`config.mk`:
```
export PLATFORM = sky130hd
export DESIGN_NAME = dual_fetch_queue
export DESIGN_NICKNAME = d
export VERILOG_FILES = /design/src/rtl/dual_fetch_queue.sv
export SDC_FILE = /design/constraint.sdc
export NUM_CORES = 1
export LEC_CHECK = 0
export CORE_ASPECT_RATIO = 0.6
export CORE_MARGIN = 2
export CORE_UTILIZATION = 40
export CTS_BUF_LIST = sky130_fd_sc_hd__clkbuf_4
export CTS_CLUSTER_DIAMETER = 80
export CTS_CLUSTER_SIZE = 24
export DETAILED_ROUTE_END_ITERATION = 8
export PLACE_DENSITY_LB_ADDON = 0.08
export SYNTH_ARGS = -nofsm -noshare
export SYNTH_HDL_FRONTEND = slang
export SYNTH_SLANG_ARGS = --single-unit
```
`constraint.sdc`:
```
create_clock -name clk -period 5.9 [get_ports clk]
set_input_delay 1.18 -clock clk [delete_from_list [all_inputs] [get_ports clk]]
set_output_delay 1.18 -clock clk [all_outputs]
set_load 0.05 [all_outputs]
```
`src/rtl/dual_fetch_queue.sv`:
```
// dual_fetch_queue: circular instruction queue presenting the two oldest entries to the dual-issue decode slots
module dual_fetch_queue #(
   parameter int DEPTH = 8,
   parameter int XLEN = 32,
   localparam int CNT_W = $clog2(DEPTH + 1)
) (
   input  logic             clk,
   input  logic             rst_n,
   input  logic             flush,
   input  logic             in_valid,
   input  logic             in_cnt2,
   input  logic [XLEN-1:0]  in_instr0,
   input  logic [XLEN-1:0]  in_pc0,
   input  logic [XLEN-1:0]  in_instr1,
   input  logic [XLEN-1:0]  in_pc1,
   output logic             in_ready,
   output logic             slot0_valid,
   output logic [XLEN-1:0]  slot0_instr,
   output logic [XLEN-1:0]  slot0_pc,
   output logic             slot1_valid,
   output logic [XLEN-1:0]  slot1_instr,
   output logic [XLEN-1:0]  slot1_pc,
   input  logic             deq_ready,
   input  logic             issue1,
   output logic [CNT_W-1:0] occupancy
);
   localparam int PTR_W = $clog2(DEPTH);
   localparam logic [XLEN-1:0] NOP = XLEN'(32'h0000_0013);
   logic [XLEN-1:0]  mem_instr [DEPTH];
   logic [XLEN-1:0]  mem_pc [DEPTH];
   logic [PTR_W-1:0] rd_ptr, wr_ptr, rd_ptr1, wr_ptr1;
   logic             push;
   logic [1:0]       push_n, pop_n;
   // in_ready depends only on registered occupancy; pop counts follow stall and issue verdict
   always_comb begin
      in_ready    = occupancy <= CNT_W'(DEPTH - 2);
      slot0_valid = occupancy >= CNT_W'(1);
      slot1_valid = occupancy >= CNT_W'(2);
      push        = in_valid & in_ready & ~flush;
      push_n      = push ? (in_cnt2 ? 2'd2 : 2'd1) : 2'd0;
      pop_n       = (deq_ready & slot0_valid) ? ((issue1 & slot1_valid) ? 2'd2 : 2'd1) : 2'd0;
      rd_ptr1     = rd_ptr + PTR_W'(1);
      wr_ptr1     = wr_ptr + PTR_W'(1);
   end
   // slot outputs read storage directly; empty slots show a NOP at PC 0
   always_comb begin
      slot0_instr = slot0_valid ? mem_instr[rd_ptr] : NOP;
      slot0_pc    = slot0_valid ? mem_pc[rd_ptr] : '0;
      slot1_instr = slot1_valid ? mem_instr[rd_ptr1] : NOP;
      slot1_pc    = slot1_valid ? mem_pc[rd_ptr1] : '0;
   end
   // storage write; contents need no reset since invalid slots are masked
   always_ff @(posedge clk) begin
      if (push) begin
         mem_instr[wr_ptr] <= in_instr0;
         mem_pc[wr_ptr]    <= in_pc0;
         if (in_cnt2) begin
            mem_instr[wr_ptr1] <= in_instr1;
            mem_pc[wr_ptr1]    <= in_pc1;
         end
      end
   end
   // pointer and occupancy update; flush drops both the push and the pop of its cycle
   always_ff @(posedge clk or negedge rst_n) begin
      if (!rst_n) begin
         rd_ptr    <= '0;
         wr_ptr    <= '0;
         occupancy <= '0;
      end else if (flush) begin
         rd_ptr    <= '0;
         wr_ptr    <= '0;
         occupancy <= '0;
      end else begin
         rd_ptr    <= rd_ptr + PTR_W'(pop_n);
         wr_ptr    <= wr_ptr + PTR_W'(push_n);
         occupancy <= occupancy + CNT_W'(push_n) - CNT_W'(pop_n);
      end
   end
endmodule

```
==> key figures <==
Final layout
  • Footprint of the multi-input gates: 0.01405 mm²
  • FF+latch area: approximately 0.016 mm²
  • Area grow syn2layout: 14.87%
  • Layout cells sized above 1: 42.45%
  • Fill count: 6520
  • Most frequent cells in the layout: 512 x edfxtp_1, 503 x mux2_2, 269 x clkdlybuf4s50_1, 256 x mux4_2, 137 x nand2_1
  • Most common cell after layout, fill and taps aside: edfxtp_1
  • Fin nets: approximately 2200

Logic synthesis
  • Register area share after synthesis: 51.39%
  • Ys flop type: edfxtp_1
  • Synth area leader: edfxtp_1
  • Dominant cells by area after synthesis: edfxtp_1 51%, mux4_2 19%, mux2_2 19%, mux2i_1 2.1%, nand2_1 1.7%
  • Seq cells post-synth: roughly 520
  • Top cell type's share of synthesized area: 50.57%
  • Post-synth design cell area: slightly above 0.03 mm²
  • Post-synth EDFFs: 512
  • Cell variety after synth: 38
  • Yosys Warn Count: 0
  • Post-Syn Instances: approximately 1900
  • Post-Syn Nets: 2008
  • Syn avg cell area: ~16 µm²
  • Post-synth ARST share: under 10%

CTS
  • CTS buffer count: 30
  • CTS tree: done
  • Clock slew at reported path FFs: ~0.25 ns
  • Cts hold-fix bufs: 0
  • Post-CTS setup buffer count: 0
  • CTS H-tree lvls: 1
  • CTS sink cnt: around 520
  • Clock Root Buffer: clkbuf_4
  • Clk buf depth: 3
  • Post-cts resize count: 0
  • Latest clock arrival within the worst-skew pair: roughly 0.99 ns

Global route
  • GRT overflow: 0
  • M2 GR Usage: approximately 38%
  • Gr usage total: a little under a quarter
  • GRT Max-Usage Layer: met2
  • Met3 usage: roughly 3.3%
  • Largest net degree at the start of global routing: between 80 and 90
  • First-pass GRT wire length: roughly 140 mm
  • Initial antenna violation count: 13
  • Vias in the first global route: about 20000
  • M1 GR Usage: about a third

Setup path
  • R2R depth: 14
  • Crit start category: register
  • End of the critical path: slot1_instr[21]
  • Worst Path Required: 4.72 ns
  • Crit Path Class: register to output port
  • CP top delay family: buffers and inverters
  • Worst-path fanout max: 35
  • Worst-path cell chain: ha_4 > buf_4 > mux4_2 > nand2_1 > a21oi_1 > clkdlybuf4s50_1
  • Critical Path Start: rd_ptr[0]$_DFF_PN0_
  • Critical path's largest stage delay: approximately 0.9 ns
  • Reg2Reg Launch Point: occupancy[2]$_DFF_PN0_
  • Crit path DAT: approximately 4.5 ns
  • RR Endpoint: occupancy[3]$_DFF_PN0_
  • Worst R2R Setup Slack: about 2.4 ns
  • Slowest CP cell: clkdlybuf4s50_1
  • Crit path capture type: output port
  • CP bufs+invs: 2
  • Worst path depth: 6

Pwr
  • Logic pwr share: between 50 and 60%
  • VDD IR max: 0.2755 mV
  • P per Cell Area: between 400 and 500 mW/mm²
  • Clock power frac: about an eighth
  • Sw frac: 45.25%
  • Net Switching: about 6600 µW
  • P_int: 7927 µW
  • Lkg Pwr: around 0.011 µW
  • Flop pwr share: a little under a third

Floorplan
  • Die width: roughly 360 µm
  • IO Pins: 270
  • Initial Utilization: approximately two fifths
  • Die area: just under 0.08 mm²
  • Num rows: between 70 and 80
  • Die Height: 217.6 µm
  • Core ar.: 0.07544 mm²

Timing
  • Final hold violation count: 0
  • Worst hold slack: just under 0.5 ns
  • Fin crit period: 5.695 ns
  • Period utilization: between 90% and 100%
  • Worst-Margin Slew: a little under 1 ns
  • Setup violators final: 0
  • Max Clk Rate: 175.6 MHz
  • Worst setup margin: a little over 0.2 ns
  • Clk_skew: a little over 0.05 ns
  • Pins Over Slew Limit: 0
  • Relative slew margins: 35.65%

Worst hold path
  • Hold Path Class: input pin to asynchronous set/reset pin

Routing
  • Detail Route Antenna Nets: 0
  • Final wirelength: about 93 mm
  • DR vias/cell: 6.056
  • Drt drc: 0
  • Vias: ~19000
  • Mean routed wirelength per cell: between 30 and 40 µm
  • Drt initial violations: about 1700
  • First-pass detailed-route iteration total: 4

Flow run
  • Max Cap Viol: 0

Placed design
  • IO Port Bufs: around 270
  • DPL Wire Length: 52.85 mm
  • Final GP Congestion: roughly 0.76
  • Place WS: around 1.3 ns

Status
  • Status: completed
-- synthesized netlist by cell type (10+ instances only) --
cell type and instances:
edfxtp_1 512, clkbuf_1 47, buf_2 67, nor2_1 78
mux2_2 503, buf_6 22, a21oi_1 69, ha_1 11
nand2_1 137, mux2i_1 64, inv_1 15, dfrtp_1 10
mux4_2 256
-- worst min path at each step --
stage and endpoint:
2_1_floorplan rd_ptr[0]$_DFF_PN0_, 3_3_place_gp occupancy[0]$_DFF_PN0_, 3_5_place_dp occupancy[0]$_DFF_PN0_, 4_1_cts occupancy[2]$_DFF_PN0_
5_1_grt occupancy[3]$_DFF_PN0_, 6_report occupancy[2]$_DFF_PN0_
-- sequential cells by signal, summed over array words and instances (netlist names) --
name	flops
mem_instr	256
mem_pc	256
occupancy	4
rd_ptr	3
wr_ptr	3
-- cell type report --
| class | instances | area share [%] |
|---|---|---|
| Sequential cell | 522 | 44.77 |
| Multi-Input combinational cell | 1177 | 40.24 |
| Timing Repair Buffer | 318 | 9.730 |
| Tap cell | 1000 | 3.583 |
| Clock inverter | 21 | 0.7667 |
| Clock buffer | 32 | 0.6879 |
| Inverter | 15 | 0.1612 |
| Antenna cell | 8 | 0.05732 |
-- through the flow --
stage	cell area, µm²	total power, µW	TNS (ns)	util, %	std cells
finish	34920	14480	0	46.29	3093
global route	34920	15070	-0.0003126	46.29	3092
CTS	34900	14610	0	46.27	3085
detailed placement	34400	12850	0	45.59	3032
global placement	34400	12840	0	45.59	3032
floorplan	30400	10130	0	-	1858
-- routing by layer --
metal / up-vias / wire length, µm
met1: 10130 / 43050
met4: 12 / 1473
li1: 7918 / -
met3: 99 / 4996
met5: - / 66
met2: 572 / 43660
-- cells by family (layout without fill, tap and decap cells) --
group | after synthesis | count (layout) | synth area share [%]
muxes | 832 | 832 | 40.03
DFF | 522 | 522 | 51.39
and+or+nand+nor | 247 | 247 | 3.387
buffers and inverters | 159 | 386 | 2.905
AOI/OAI and AO/OA | 75 | 75 | 1.284
adders and majority gates | 15 | 15 | 0.7161
xor gates and xnor gates | 8 | 8 | 0.2799
other | 0 | 8 | 0
-- power groups by stage --
stage          clock (µW)  combinational, µW  sequential, µW
2_1_floorplan           0               5740            4390
3_3_place_gp            0               8420            4420
3_5_place_dp            0               8420            4430
4_1_cts              1820               8450            4340
5_1_grt              1940               8770            4360
6_report             1780               8360            4340
(Power assumes the default switching activity.)
